===== src/rtl/line_seq_pkg.sv =====
// Shared types and constants for the line scan sequencer.
//   - seq_state_e : sequencer states
//   - LINE_W      : width of the line counter / line index
//   - DEF_*       : default frame timing
//   - timer_width : bits needed by the shared interval timer
package line_seq_pkg;

  localparam int unsigned LINE_W = 12;

  localparam int unsigned DEF_ACTIVE_LINES = 480;
  localparam int unsigned DEF_HBLANK_CYC   = 16;
  localparam int unsigned DEF_VBLANK_CYC   = 1024;
  localparam int unsigned DEF_MAX_LINE_CYC = 4200;
  localparam int unsigned DEF_CONTINUOUS   = 1;

  typedef enum logic [1:0] {
    ST_IDLE   = 2'd0,
    ST_ACTIVE = 2'd1,
    ST_HBLANK = 2'd2,
    ST_VBLANK = 2'd3
  } seq_state_e;

  // Timer must count 0..max(h, v, m)-1.
  function automatic int unsigned timer_width(input int unsigned h,
                                              input int unsigned v,
                                              input int unsigned m);
    int unsigned mx;
    mx = (h > v) ? h : v;
    mx = (m > mx) ? m : mx;
    return (mx < 32'd2) ? 32'd1 : $clog2(mx);
  endfunction

endpackage


===== src/rtl/line_scan_sequencer_if.sv =====
// Control/status bundle between the line scan sequencer and its environment.
//   start, stop, test_mode : frame control requests
//   end_line               : end-of-line pulse from the 12-bit line counter
//   cnt_enb, cnt_test      : drive to the line counter
//   line_idx, hblank, vblank, busy, frame_done, err : sequencer status
// slave  = sequencer side, master = controller/counter side.
interface line_scan_sequencer_if;
  import line_seq_pkg::*;

  logic              start;
  logic              stop;
  logic              test_mode;
  logic              end_line;
  logic              cnt_enb;
  logic              cnt_test;
  logic [LINE_W-1:0] line_idx;
  logic              hblank;
  logic              vblank;
  logic              busy;
  logic              frame_done;
  logic              err;

  modport slave (
    input  start, stop, test_mode, end_line,
    output cnt_enb, cnt_test, line_idx, hblank, vblank, busy, frame_done, err
  );

  modport master (
    output start, stop, test_mode, end_line,
    input  cnt_enb, cnt_test, line_idx, hblank, vblank, busy, frame_done, err
  );

endinterface


===== src/rtl/seq_timer.sv =====
// Loadable up-counter shared by the blanking and watchdog intervals.
//   clk, rst      : clock, async active-high reset
//   clr_i         : synchronous clear (highest priority)
//   load_i        : load load_val_i
//   en_i          : increment by one
//   limit_i       : runtime terminal value
//   cnt_o         : current count (registered)
//   at_limit_c_o  : combinational cnt_o == limit_i
module seq_timer #(
  parameter int unsigned W = 8
) (
  input  logic         clk,
  input  logic         rst,
  input  logic         clr_i,
  input  logic         load_i,
  input  logic [W-1:0] load_val_i,
  input  logic         en_i,
  input  logic [W-1:0] limit_i,
  output logic [W-1:0] cnt_o,
  output logic         at_limit_c_o
);

  logic [W-1:0] cnt_q, cnt_d;

  // Next count: clear beats load beats increment.
  always_comb begin
    cnt_d = cnt_q;
    if (clr_i) begin
      cnt_d = '0;
    end else if (load_i) begin
      cnt_d = load_val_i;
    end else if (en_i) begin
      cnt_d = cnt_q + W'(1);
    end
  end

  always_ff @(posedge clk or posedge rst) begin
    if (rst) begin
      cnt_q <= '0;
    end else begin
      cnt_q <= cnt_d;
    end
  end

  assign cnt_o        = cnt_q;
  assign at_limit_c_o = (cnt_q == limit_i);

endmodule


===== src/rtl/line_scan_sequencer.sv =====
// Frame sequencer for the 12-bit line counter: enables the counter per
// active line, inserts horizontal/vertical blanking, reports frame
// completion and trips a watchdog when end_line never arrives.
//   clk, rst : clock, async active-high reset
//   bus      : slave side of line_scan_sequencer_if (all outputs registered)
module line_scan_sequencer
  import line_seq_pkg::*;
#(
  parameter int unsigned ACTIVE_LINES = DEF_ACTIVE_LINES,
  parameter int unsigned HBLANK_CYC   = DEF_HBLANK_CYC,
  parameter int unsigned VBLANK_CYC   = DEF_VBLANK_CYC,
  parameter int unsigned MAX_LINE_CYC = DEF_MAX_LINE_CYC,
  parameter int unsigned CONTINUOUS   = DEF_CONTINUOUS
) (
  input  logic                  clk,
  input  logic                  rst,
  line_scan_sequencer_if.slave  bus
);

  localparam int unsigned TMR_W = timer_width(HBLANK_CYC, VBLANK_CYC, MAX_LINE_CYC);

  localparam logic [LINE_W-1:0] LAST_LINE = LINE_W'(ACTIVE_LINES - 32'd1);
  localparam logic [TMR_W-1:0]  HB_LIM    = TMR_W'(HBLANK_CYC - 32'd1);
  localparam logic [TMR_W-1:0]  VB_LIM    = TMR_W'(VBLANK_CYC - 32'd1);
  localparam logic [TMR_W-1:0]  WD_LIM    = TMR_W'(MAX_LINE_CYC - 32'd1);
  // Count one before the last VBLANK cycle, so frame_done lands on the last one.
  localparam logic [TMR_W-1:0]  VB_PRE    =
    TMR_W'((VBLANK_CYC >= 32'd2) ? (VBLANK_CYC - 32'd2) : 32'd0);
  localparam bit                VB_ONE    = (VBLANK_CYC == 32'd1);
  localparam bit                ONE_SHOT  = (CONTINUOUS == 32'd0);

  seq_state_e        state_q, state_d;
  logic              cnt_enb_q, cnt_enb_d;
  logic              cnt_test_q, cnt_test_d;
  logic [LINE_W-1:0] line_idx_q, line_idx_d;
  logic              hblank_q, hblank_d;
  logic              vblank_q, vblank_d;
  logic              busy_q, busy_d;
  logic              frame_done_q, frame_done_d;
  logic              err_q, err_d;
  logic              stop_pend_q, stop_pend_d;

  logic              tmr_clr, tmr_en;
  logic [TMR_W-1:0]  tmr_limit, tmr_cnt;
  logic              tmr_at_limit;

  // One timer serves all intervals; the FSM picks the limit per state.
  seq_timer #(.W(TMR_W)) u_timer (
    .clk          (clk),
    .rst          (rst),
    .clr_i        (tmr_clr),
    .load_i       (1'b0),
    .load_val_i   ({TMR_W{1'b0}}),
    .en_i         (tmr_en),
    .limit_i      (tmr_limit),
    .cnt_o        (tmr_cnt),
    .at_limit_c_o (tmr_at_limit)
  );

  // Next-state and next-output logic.
  always_comb begin
    state_d      = state_q;
    cnt_enb_d    = 1'b0;
    cnt_test_d   = cnt_test_q;
    line_idx_d   = line_idx_q;
    hblank_d     = 1'b0;
    vblank_d     = 1'b0;
    busy_d       = 1'b0;
    frame_done_d = 1'b0;
    err_d        = err_q;
    stop_pend_d  = stop_pend_q;
    tmr_clr      = 1'b0;
    tmr_en       = 1'b0;
    tmr_limit    = '0;

    unique case (state_q)
      ST_IDLE: begin
        if (bus.start) begin
          state_d     = ST_ACTIVE;
          cnt_test_d  = bus.test_mode;
          line_idx_d  = '0;
          err_d       = 1'b0;
          stop_pend_d = bus.stop;
          tmr_clr     = 1'b1;
          cnt_enb_d   = 1'b1;
          busy_d      = 1'b1;
        end
      end

      ST_ACTIVE: begin
        tmr_limit = WD_LIM;
        tmr_en    = 1'b1;
        if (bus.stop) stop_pend_d = 1'b1;
        // end_line takes priority over a coincident watchdog expiry.
        if (bus.end_line) begin
          tmr_clr = 1'b1;
          busy_d  = 1'b1;
          if (line_idx_q == LAST_LINE) begin
            state_d      = ST_VBLANK;
            vblank_d     = 1'b1;
            frame_done_d = VB_ONE;
          end else begin
            state_d  = ST_HBLANK;
            hblank_d = 1'b1;
          end
        end else if (tmr_at_limit) begin
          state_d     = ST_IDLE;
          err_d       = 1'b1;
          stop_pend_d = 1'b0;
        end else begin
          cnt_enb_d = 1'b1;
          busy_d    = 1'b1;
        end
      end

      ST_HBLANK: begin
        tmr_limit = HB_LIM;
        tmr_en    = 1'b1;
        busy_d    = 1'b1;
        if (bus.stop) stop_pend_d = 1'b1;
        if (tmr_at_limit) begin
          state_d    = ST_ACTIVE;
          line_idx_d = line_idx_q + LINE_W'(1);
          tmr_clr    = 1'b1;
          cnt_enb_d  = 1'b1;
        end else begin
          hblank_d = 1'b1;
        end
      end

      ST_VBLANK: begin
        tmr_limit = VB_LIM;
        tmr_en    = 1'b1;
        if (bus.stop) stop_pend_d = 1'b1;
        if (tmr_at_limit) begin
          // A stop seen in the final cycle still ends the run here.
          if (stop_pend_q || bus.stop || ONE_SHOT) begin
            state_d     = ST_IDLE;
            stop_pend_d = 1'b0;
          end else begin
            state_d    = ST_ACTIVE;
            line_idx_d = '0;
            cnt_test_d = bus.test_mode;
            tmr_clr    = 1'b1;
            cnt_enb_d  = 1'b1;
            busy_d     = 1'b1;
          end
        end else begin
          vblank_d     = 1'b1;
          busy_d       = 1'b1;
          frame_done_d = !VB_ONE && (tmr_cnt == VB_PRE);
        end
      end

      default: begin
        state_d = ST_IDLE;
      end
    endcase
  end

  always_ff @(posedge clk or posedge rst) begin
    if (rst) begin
      state_q      <= ST_IDLE;
      cnt_enb_q    <= 1'b0;
      cnt_test_q   <= 1'b0;
      line_idx_q   <= '0;
      hblank_q     <= 1'b0;
      vblank_q     <= 1'b0;
      busy_q       <= 1'b0;
      frame_done_q <= 1'b0;
      err_q        <= 1'b0;
      stop_pend_q  <= 1'b0;
    end else begin
      state_q      <= state_d;
      cnt_enb_q    <= cnt_enb_d;
      cnt_test_q   <= cnt_test_d;
      line_idx_q   <= line_idx_d;
      hblank_q     <= hblank_d;
      vblank_q     <= vblank_d;
      busy_q       <= busy_d;
      frame_done_q <= frame_done_d;
      err_q        <= err_d;
      stop_pend_q  <= stop_pend_d;
    end
  end

  assign bus.cnt_enb    = cnt_enb_q;
  assign bus.cnt_test   = cnt_test_q;
  assign bus.line_idx   = line_idx_q;
  assign bus.hblank     = hblank_q;
  assign bus.vblank     = vblank_q;
  assign bus.busy       = busy_q;
  assign bus.frame_done = frame_done_q;
  assign bus.err        = err_q;

endmodule


===== src/flat_wrapper.sv =====
// flat-port wrapper written by rule: the top's interface ports become plain ports
module line_scan_sequencer_flat import line_seq_pkg::*;
#(
  parameter int unsigned ACTIVE_LINES = DEF_ACTIVE_LINES,
  parameter int unsigned HBLANK_CYC   = DEF_HBLANK_CYC,
  parameter int unsigned VBLANK_CYC   = DEF_VBLANK_CYC,
  parameter int unsigned MAX_LINE_CYC = DEF_MAX_LINE_CYC,
  parameter int unsigned CONTINUOUS   = DEF_CONTINUOUS
)
  (clk, rst, bus_start, bus_stop, bus_test_mode, bus_end_line, bus_cnt_enb, bus_cnt_test, bus_line_idx, bus_hblank, bus_vblank, bus_busy, bus_frame_done, bus_err);
  line_scan_sequencer_if bus_i ();
  input  logic clk;
  input  logic rst;
  input wire logic [$bits(bus_i.start)-1:0] bus_start;
  input wire logic [$bits(bus_i.stop)-1:0] bus_stop;
  input wire logic [$bits(bus_i.test_mode)-1:0] bus_test_mode;
  input wire logic [$bits(bus_i.end_line)-1:0] bus_end_line;
  output wire logic [$bits(bus_i.cnt_enb)-1:0] bus_cnt_enb;
  output wire logic [$bits(bus_i.cnt_test)-1:0] bus_cnt_test;
  output wire logic [$bits(bus_i.line_idx)-1:0] bus_line_idx;
  output wire logic [$bits(bus_i.hblank)-1:0] bus_hblank;
  output wire logic [$bits(bus_i.vblank)-1:0] bus_vblank;
  output wire logic [$bits(bus_i.busy)-1:0] bus_busy;
  output wire logic [$bits(bus_i.frame_done)-1:0] bus_frame_done;
  output wire logic [$bits(bus_i.err)-1:0] bus_err;
  assign bus_i.start = bus_start;
  assign bus_i.stop = bus_stop;
  assign bus_i.test_mode = bus_test_mode;
  assign bus_i.end_line = bus_end_line;
  assign bus_cnt_enb = bus_i.cnt_enb;
  assign bus_cnt_test = bus_i.cnt_test;
  assign bus_line_idx = bus_i.line_idx;
  assign bus_hblank = bus_i.hblank;
  assign bus_vblank = bus_i.vblank;
  assign bus_busy = bus_i.busy;
  assign bus_frame_done = bus_i.frame_done;
  assign bus_err = bus_i.err;
  line_scan_sequencer #(.ACTIVE_LINES(ACTIVE_LINES), .HBLANK_CYC(HBLANK_CYC), .VBLANK_CYC(VBLANK_CYC), .MAX_LINE_CYC(MAX_LINE_CYC), .CONTINUOUS(CONTINUOUS)) u_core (.clk(clk), .rst(rst), .bus(bus_i));
endmodule

===== config.mk =====
export PLATFORM = sky130hd
export DESIGN_NAME = line_scan_sequencer_flat
export DESIGN_NICKNAME = d
export VERILOG_FILES = /design/src/rtl/line_seq_pkg.sv /design/src/rtl/line_scan_sequencer_if.sv /design/src/rtl/seq_timer.sv /design/src/rtl/line_scan_sequencer.sv /design/src/flat_wrapper.sv
export SDC_FILE = /design/constraint.sdc
export NUM_CORES = 1
export LEC_CHECK = 0
export ABC_AREA = 1
export CORE_MARGIN = 3
export CORE_UTILIZATION = 56
export DETAILED_ROUTE_END_ITERATION = 12
export PLACE_DENSITY_LB_ADDON = 0.25
export SYNTH_ARGS = -nofsm -noshare
export SYNTH_HDL_FRONTEND = slang
export SYNTH_SLANG_ARGS = --single-unit

===== constraint.sdc =====
create_clock -name clk -period 2.17 [get_ports clk]
set_clock_uncertainty 0.2 [all_clocks]
set_input_delay 0.434 -clock clk [delete_from_list [all_inputs] [get_ports clk]]
set_output_delay 0.434 -clock clk [all_outputs]
set_load 0.01 [all_outputs]

== Yosys cells after proc, flatten, opt, wreduce, memory -nomap -nowiden ==
Cells that the tools add are included.
Widths: inputs -> output; s select.
Word-level totals
  input port bits: 6
  logic and storage cells: 89
  register bits: 35
  output and inout bits: 19
Operators by class
  muxes and demuxes: 52
  reduce and logical (&&, ||, !) cells: 11
  $add $sub $neg: 2
  eq/ne operators: 13
Operators with widths (number)
  $mux 12: 4
  $pmux 13 s3: 1
  $pmux 12 s3: 1
  $mux 1: 30
  $mux 13: 2
  $pmux 1 s4: 4
  $add 13x1->13 const B: 1
  $eq 13x10->1 const B: 1
  $eq 13x13->1: 1
  $add 12x1->12 const B: 1
  $eq 12x9->1 const B: 1
  $reduce_and 4->1: 3
  $mux 2: 5
  $pmux 1 s2: 4
  $pmux 2 s4: 1
  $ne 2x1->1 const B: 3
  $ne 2x2->1 const B: 3
  $reduce_bool 2->1: 3
  $reduce_and 5->1: 1
  $eq 2x2->1 const B: 2
  $ne 3x2->1 const B: 1
  $reduce_bool 3->1: 1
  $reduce_or 3->1: 1
  $eq 2x1->1 const B: 1
  other kinds (2): 2

== Depth between registers and ports, before layout ==
Gate-level depths: netlist (run 1).
  depth in word-level cells: 6
  gate-level depth with buffers: 14

== Hierarchy ==
From an unflattened synthesis (run 1), not the netlist that was laid out.
Second synthesis, totals
  cell total of the unflattened synthesis: 367
  area, all modules: 2541.2 um^2
Modules (own cells, without submodules)
  line_scan_sequencer: area an instance 1422.6 um^2, sequential area each 550.5 um^2, cells each 195, times used 1
  seq_timer: area an instance 1118.6 um^2, sequential area each 325.3 um^2, cells each 172, times used 1

== Least setup slack after synthesis (run 1) ==
OpenSTA, ideal clock, no wires.
  kind: register -> register
  from: register u_core.state_q[0]
  to: register u_core.line_idx_q[5], in the netlist u_core.bus.line_idx[5]
  cell stages (with the launch flop): 15
  period minus slack after synthesis: 2.000 ns
  data required time: 1.853 ns
  arrival time: 1.683 ns
  library setup time: 0.117 ns
  slack: 0.170 ns
  cells stage by stage: dfrtp_1 -> inv_1 -> ha_1 -> inv_1 -> nand2_2 -> nand2_1 -> nand2_1 -> nand2_1 -> nor2_2 -> nand3_1 -> nand2_2 -> nand3_2 -> buf_6 -> nand2_1 -> nand2_1
On the way
  cells in the longest elaborated chain, start to end: 5
  elaborated cells on any way between the ends: 13
  those cells by class: 8 x eq/ne; 2 x mux; 3 x reduce/logical
RTL lines
  start, declared: RTL line line_scan_sequencer.sv:32  | seq_state_e state_q, state_d;
  start signal, assigned: RTL line line_scan_sequencer.sv:174  | state_q <= state_d;
  $eq 2x2->1 or $eq 2x1->1 (tied branches): RTL line line_scan_sequencer.sv:76  | unique case (state_q)
  $pmux 13 s3: RTL line line_scan_sequencer.sv:76
  $eq 13x13->1: RTL line seq_timer.sv:46  | assign at_limit_c_o = (cnt_q == limit_i);
  $ne 2x1->1 (no source line)
  $reduce_and 5->1 (no source line)
  end signal, assigned: RTL line line_scan_sequencer.sv:177  | line_idx_q <= line_idx_d;
  end, declared: RTL line line_scan_sequencer.sv:35  | logic [LINE_W-1:0] line_idx_q, line_idx_d;
Parallel ways exist; a longest one is shown, timed or not.
A chain may end at the register's enable or synchronous reset.

== Worst setup path after layout (run 1) ==
  from: register u_core.state_q[0]
  to: register u_core.state_q[0]
On the way
  cells in the longest elaborated chain, start to end: 5
  elaborated cells on any way between the ends: 12
  those cells by class: 8 x eq/ne; 2 x mux; 2 x reduce/logical
RTL lines (RTL line)
  $eq 2x2->1 or $eq 2x1->1 (tied branches): line_scan_sequencer.sv:76
  $pmux 13 s3: line_scan_sequencer.sv:76
  $eq 13x13->1: seq_timer.sv:46
  $ne 3x2->1 (no source line) or $ne 2x1->1 (tied branches)
  $reduce_and 4->1 (no source line)
Parallel ways exist; a longest one is shown, timed or not.

==> results of run 1 <==
==> placed cells by master (no fill, tap or decap), drive strengths merged <==
master,count
nor3b,1
buf,18
xor2,11
inv,33
xnor2,2
nand3,34
clkinv,1
o211ai,1
or2,1
o22ai,1
a21oi,3
o21bai,1
a31oi,2
clkdlybuf4s50,24
nand4,8
nand3b,1
and3,1
ha,7
nor3,5
o21ai,5
nor2,51
nand2,87
a21boi,2
dfrtp,35
nor4,1
clkbuf,6
==> state kept, by name, summed over array words and instances (netlist names) <==
register / count
u_core.bus.busy: 1
u_core.bus.line_idx: 12
u_core.bus.frame_done: 1
u_core.state_q: 2
u_core.stop_pend_q: 1
u_core.bus.cnt_test: 1
u_core.bus.cnt_enb: 1
u_core.bus.vblank: 1
u_core.bus.err: 1
u_core.bus.hblank: 1
u_core.u_timer.cnt_o: 13
==> synthesized netlist by cell type (2+ instances only) <==
| master | count |
|---|---|
| xnor2_1 | 2 |
| nand4_1 | 8 |
| ha_1 | 7 |
| nor2_1 | 46 |
| xor2_1 | 11 |
| nor2_2 | 5 |
| inv_1 | 30 |
| dfrtp_1 | 35 |
| buf_6 | 2 |
| a31oi_1 | 2 |
| inv_2 | 3 |
| nand3_1 | 33 |
| a21oi_1 | 3 |
| nand2_1 | 84 |
| nand2_2 | 3 |
| buf_4 | 2 |
| o21ai_0 | 5 |
| nor3_1 | 5 |
| buf_2 | 5 |
==> metrics by stage <==
step	area, um^2	hold slack (ps)	setup TNS, ps	setup WS (ps)
after floorplan	2180	266	0	170
after global placement	2570	257	-56.3	-33.7
after detailed placement	2570	270	-111	-63.7
after CTS	2660	283	0	33.4
after global routing	2740	298	-511	-48.1
final	2740	280	0	58.5
==> cell type report <==
| class | count | area share, % |
|---|---|---|
| flip-flops and latches | 35 | 32.0 |
| clock inverters | 1 | 0.182 |
| clock buffers | 6 | 3.01 |
| well taps | 48 | 2.19 |
| repair buffers | 42 | 14.7 |
| inverters | 33 | 4.51 |
| multi-input cells | 225 | 43.4 |
==> worst min-delay path by stage <==
stage                         from                  end  slack (ps)  cells after the start
2_1_floorplan   u_core.stop_pend_q   u_core.stop_pend_q         270                      2
3_3_place_gp   u_core.bus.cnt_test  u_core.bus.cnt_test         260                      2
4_1_cts        u_core.bus.cnt_test  u_core.bus.cnt_test         280                      2
5_1_grt        u_core.bus.cnt_test  u_core.bus.cnt_test         300                      2
3_5_place_dp   u_core.bus.cnt_test  u_core.bus.cnt_test         270                      2
6_report       u_core.bus.cnt_test  u_core.bus.cnt_test         280                      2
==> logic make-up (layout without fill, tap and decap cells) <==
kind of cell	after synthesis	after routing	share of synthesized area, %
compound gates	15	15	4.24
xor+xnor	13	13	5.22
fa+ha+maj	7	7	4.01
buf+inv	43	82	8.72
flops	35	35	40.1
simple gates	190	190	37.7
==> metal layers <==
metal | GRT usage (%) | wire, um
met3 | 4.93 | 257
met4 | 9.43 | 91
met5 | 0 | 0
met1 | 29.7 | 2240
met2 | 39.1 | 2460
==> tightest hold or removal path, stage by stage, from the launching register on <==
cell and delay [ps]:
dfrtp_1 340, nand2_1 50, nand2_1 50
==> timing repair <==
| item | CTS | global route |
|---|---|---|
| resized for setup | 0 | 20 |
| buffers inserted | 0 | 1 |
| setup endpoints to repair | 0 | 28 |
==> where the power goes <==
part / total, mW / internal (mW) / switching, mW
Combinational: 1.46 / 0.642 / 0.814
Clock: 0.473 / 0.249 / 0.224
Sequential: 0.859 / 0.761 / 0.0976
==> flow_summary.yaml, run 1 <==
drt:
  antenna_left: 0
  wire_per_inst_um: 12.9
  first_pass_iters: 4
  routed_wirelength_um: 5040
  vias_per_cell: 5.27
  vias: 2057
  drtIter0Drc: 147
  post-route-drc-count: 0
sta:
  tightestPinTransition_ps: 451
  rsz0062_at_grt: "yes"
  slew_headroom_pct: 70.0
  min_period_over_period_pct: 97.3
  slew_viol_final: 0
  hold_viol_final: 0
  setup_viol: 0
  fmax_mhz: 474
  min_period_ps: 2110
logic_synthesis:
  synth.top_cell.area_share_pct: 40.1
  ys_warn_count: 0
  yosys-top-cells-area: "dfrtp_1 (40%), nand2_1 (14%), nor2_1 (7.9%), nand3_1 (7.6%), inv_1 (5.2%)"
  ys_ff_latch: 35
  synth_nets: 316
  synth_cell_types: 31
  ys.flop_type: "dfrtp_1"
  postSynthAreaPerCell_um2: 7.20
  synth-edff-count: 0
  yosysTopAreaCell: "dfrtp_1"
  synth_area_um2: 2180
  ys_async_sr_fraction_pct: 100
  seq_area_frac_synth_pct: 40.1
  syn-instance-count: 303
clocking:
  root_buffer: "clkbuf_8"
  cts_tree: "yes"
  cts.sinks: 35
  cts_hold_buf: 0
  clk_pin_slew_ps: 70
  cts_made_buffers: 5
  insertion_delay_ps: 290
  cts.htree.levels: 2
  cts_buffer_depth: 2
power:
  ir_drop_uv: 913
  total_power_mw: 2.79
  powerDensity_nw_per_um2: 1020
  p_leak_nw: 1.30
critical_path:
  crit_type: "reg2reg"
  r2r_end: "u_core.state_q[0]"
  rr_startpoint: "u_core.state_q[0]"
  reg2reg_depth: 14
  crit_top_cell: "nand2_1"
  cp-startpoint: "u_core.state_q[0]"
  crit_fanout: 5
  worstSetupEndpointType: "flip-flop"
  critPathLaunchType: "flip-flop"
  path_cells: "inv_2, ha_1, inv_1, nand2_2, nand2_1, nand2_1, nand2_1, nor2_4, nand2_2, buf_4, nand3_2, nand3_2, nand2_1, nand2_1"
  cp.required_ps: 2150
  cp.depth: 14
  crit_end: "u_core.state_q[0]"
  max_stage_delay_ps: 480
  arrival_ps: 2090
  worst-path-buf-inv: 3
  critPathTopFamily: "simple AND/OR/NAND/NOR gates"
  cp_slowest_cell: "dfrtp_2"
  r2r_setup_slack_ps: 60
global_route:
  grt_pass1_wl_um: 8220
  grt_remaining_overflow: 0
  grt.total_usage_pct: 23.6
  grt_max_degree: 36
  antenna_found_initial: 0
  grt_pass1_vias: 1851
placement:
  portBuffers: 24
  post-dp-hpwl_um: 3600
  gp_congestion: 0.914
  dpl.cell_count: 382
cells_and_area:
  drive_gt1_share_pct: 14.9
  post-route-util_pct: 73.8
  final_nets: 355
  fin_cells: 390
  register_area_um2: 878
  areaGrowthSynthToFinish_pct: 25.7
  multi_input_area_um2: 1190
  layout.filler_cells: 295
  antennaDiodeCount: 0
job:
  cap_violations: 0
worst_hold_path:
  hold_class: "reg2reg"
floorplan:
  die_h_um: 68.4
  io_pins: 25
  core_area_um2: 3720
  die_w_um: 68.4
  rows: 22
  die_area_um2: 4680
  start_util_pct: 58.7
status:
  status: "finished, final reports clean"
No activity file was read; power rests on OpenSTA's default activity.
==> run 2, diff against run 1 <==
--- a/config.mk
+++ b/config.mk
@@ -8,8 +8,10 @@
 export ABC_AREA = 1
 export CORE_MARGIN = 3
 export CORE_UTILIZATION = 56
+export CTS_CLUSTER_DIAMETER = 40
 export DETAILED_ROUTE_END_ITERATION = 12
 export PLACE_DENSITY_LB_ADDON = 0.25
+export SETUP_SLACK_MARGIN = 0.3
 export SYNTH_ARGS = -nofsm -noshare
 export SYNTH_HDL_FRONTEND = slang
 export SYNTH_SLANG_ARGS = --single-unit
==> run 2 against run 1 <==
The run now ends with setup timing left. Total power up 34%. Sequential power up 2%. Non-clock buffer count up 19. Routed wire length up 63%. Global-route usage up 7.9 points. Highest routed layer unchanged. Count of clock-buffer cells in the layout up 2. Flip-flop and latch count unchanged. Fmax down 7.2%. Combinational power up 59%. Utilization up 14 points.
==> flow_summary.yaml, run 2 (synthesis results as in run 1) <==
floorplan:
  die_area_um2: 4680
  die_h_um: 68.4
  io_pins: 25
  start_util_pct: 58.7
  core_area_um2: 3720
  die_w_um: 68.4
  rows: 22
sta:
  hold_viol_final: 0
  min_period_over_period_pct: 105
  slew_headroom_pct: 66.1
  setup_viol: 25
  fmax_mhz: 440
  tightestPinTransition_ps: 503
  rsz0062_at_grt: "yes"
  setup_ws_ps: -105
  slew_viol_final: 0
  min_period_ps: 2270
critical_path:
  r2r_end: "u_core.bus.line_idx[5]"
  crit_top_cell: "nand2_1"
  cp.required_ps: 2140
  cp_slowest_cell: "dfrtp_2"
  max_stage_delay_ps: 500
  crit_fanout: 6
  r2r_setup_slack_ps: -100
  arrival_ps: 2250
  reg2reg_depth: 11
  path_cells: "ha_4, inv_4, nand3_1, nand2_1, nand2_1, nor2_4, nand3_2, nand2_4, nand3_4, nand2_1, nand2_1"
  critPathLaunchType: "flip-flop"
  crit_type: "reg2reg"
  worstSetupEndpointType: "flip-flop"
  rr_startpoint: "u_core.state_q[1]"
status:
  violations: "setup timing"
  status: "finished with violations"
placement:
  portBuffers: 24
  post-dp-hpwl_um: 3710
  dpl.cell_count: 378
  pre_cts_ws_ps: -135
  place_area_um2: 2560
  gp_congestion: 0.866
cells_and_area:
  register_area_um2: 885
  largest_reg_flops: 13
  final_cell_mix: "nand2_1 (66), nor2_1 (32), buf_4 (28), dfrtp_1 (28), nand3_1 (27)"
  drive_gt1_share_pct: 32.8
  design_area_um2: 3260
  multi_input_area_um2: 1470
  post-route-util_pct: 87.7
  final_nets: 375
  final_common_cell: "nand2_1"
  layout.filler_cells: 161
  areaGrowthSynthToFinish_pct: 49.4
  fin_cells: 412
clocking:
  cts_made_buffers: 5
  root_buffer: "clkbuf_8"
  cts.htree.levels: 2
  cts.sinks: 35
  cts_tree: "yes"
  cts_hold_buf: 0
  insertion_delay_ps: 290
  cts_buffer_depth: 2
  clk_pin_slew_ps: 80
global_route:
  grt.total_usage_pct: 31.5
  grt_remaining_overflow: 0
  use_met3_pct: 7.72
  grt_pass1_wl_um: 10800
  use_met1_pct: 35.9
  antenna_found_initial: 1
  top_usage_layer: "met2"
  grt_pass1_vias: 2293
  met2_usage_pct: 53.4
  grt_max_degree: 36
drt:
  routed_wirelength_um: 8210
  antenna_left: 0
  vias_per_cell: 6.25
  post-route-drc-count: 0
  wire_per_inst_um: 19.9
  vias: 2576
  drtIter0Drc: 376
  first_pass_iters: 6
worst_hold_path:
  holdPathStages: 2
  min-delay-start: "u_core.bus.cnt_test"
  hold_path_end: "u_core.bus.cnt_test"
  hold_class: "reg2reg"
power:
  p_leak_nw: 1.54
  powerDensity_nw_per_um2: 1150
  ir_drop_uv: 1030
job:
  cap_violations: 0
[run 2: cell types whose count changed in the layout (fill, tap and decap cells not counted), moves of 6 or more]
| cell | before | now |
|---|---|---|
| buf_4 | 15 | 28 |
| clkdlybuf4s50_1 | 24 | 18 |
| nand2_1 | 83 | 66 |
| nand2_2 | 4 | 14 |
| nand2_4 | 0 | 7 |
| nor2_1 | 45 | 32 |
| nor2_2 | 3 | 9 |
| nor2_4 | 3 | 10 |
[run 2: repair_timing]
action,in CTS,in global routing
setup buffers,18,4
pin swaps,10,20
gates cloned,2,1
setup endpoints to repair,46,38
endpoints found under the hold margin,0,0
resized for setup,37,61
[run 2: how the worst max path moves through the flow]
stage                     slack (ps)                       to  cells after the start               from
after floorplan                  190   u_core.bus.line_idx[5]                     12  u_core.state_q[0]
after global placement           -80  u_core.bus.line_idx[10]                     11  u_core.state_q[1]
after detailed placement        -140   u_core.bus.line_idx[6]                     11  u_core.state_q[1]
after CTS                        140   u_core.bus.line_idx[9]                     12  u_core.state_q[1]
after global routing            -130   u_core.bus.line_idx[5]                     11  u_core.state_q[1]
final                           -100   u_core.bus.line_idx[5]                     11  u_core.state_q[1]
[run 2: critical path: cells and delay by family (launching register included)]
family / cells / cell delay, ps
simple gates: 9 / 1150
buf+inv: 1 / 70
flops: 1 / 500
fa+ha+maj: 1 / 220
[run 2: power breakdown]
| part | switching, mW | total, mW | internal, mW |
|---|---|---|---|
| clock network | 0.251 | 0.541 | 0.290 |
| logic | 1.32 | 2.32 | 1.01 |
| registers | 0.115 | 0.876 | 0.760 |
| total | 1.68 | 3.74 | 2.06 |
[run 2: stage by stage]
step | hold WS, ps | power, mW | setup TNS (ps)
final | 270 | 3.74 | -1310
after global routing | 309 | 3.88 | -2290
after CTS | 285 | 3.09 | 0
after detailed placement | 269 | 2.15 | -927
after global placement | 263 | 2.12 | -811
after floorplan | 266 | 1.76 | 0
[run 2: final cells by class]
| class | count | share of cell area (%) |
|---|---|---|
| multi-input cells | 226 | 45.0 |
| flip-flops and latches | 35 | 27.1 |
| repair buffers | 61 | 18.7 |
| inverters | 33 | 4.11 |
| clock buffers | 8 | 3.07 |
| well taps | 48 | 1.84 |
| diodes | 1 | 0.0767 |
[run 2: per-layer routing]
layer / wire [um] / up-vias
met5: 0 / -
met4: 612 / 0
met3: 805 / 70
met2: 3910 / 229
met1: 2890 / 1193
li1: - / 1084
==> run 3, diff against run 2 <==
--- a/config.mk
+++ b/config.mk
@@ -12,6 +12,7 @@
 export DETAILED_ROUTE_END_ITERATION = 12
 export PLACE_DENSITY_LB_ADDON = 0.25
 export SETUP_SLACK_MARGIN = 0.3
+export SLEW_MARGIN = 20
 export SYNTH_ARGS = -nofsm -noshare
 export SYNTH_HDL_FRONTEND = slang
 export SYNTH_SLANG_ARGS = --single-unit
==> results of run 3 <==
Same layout as run 2: the final DEF is identical, and so are final timing and power.
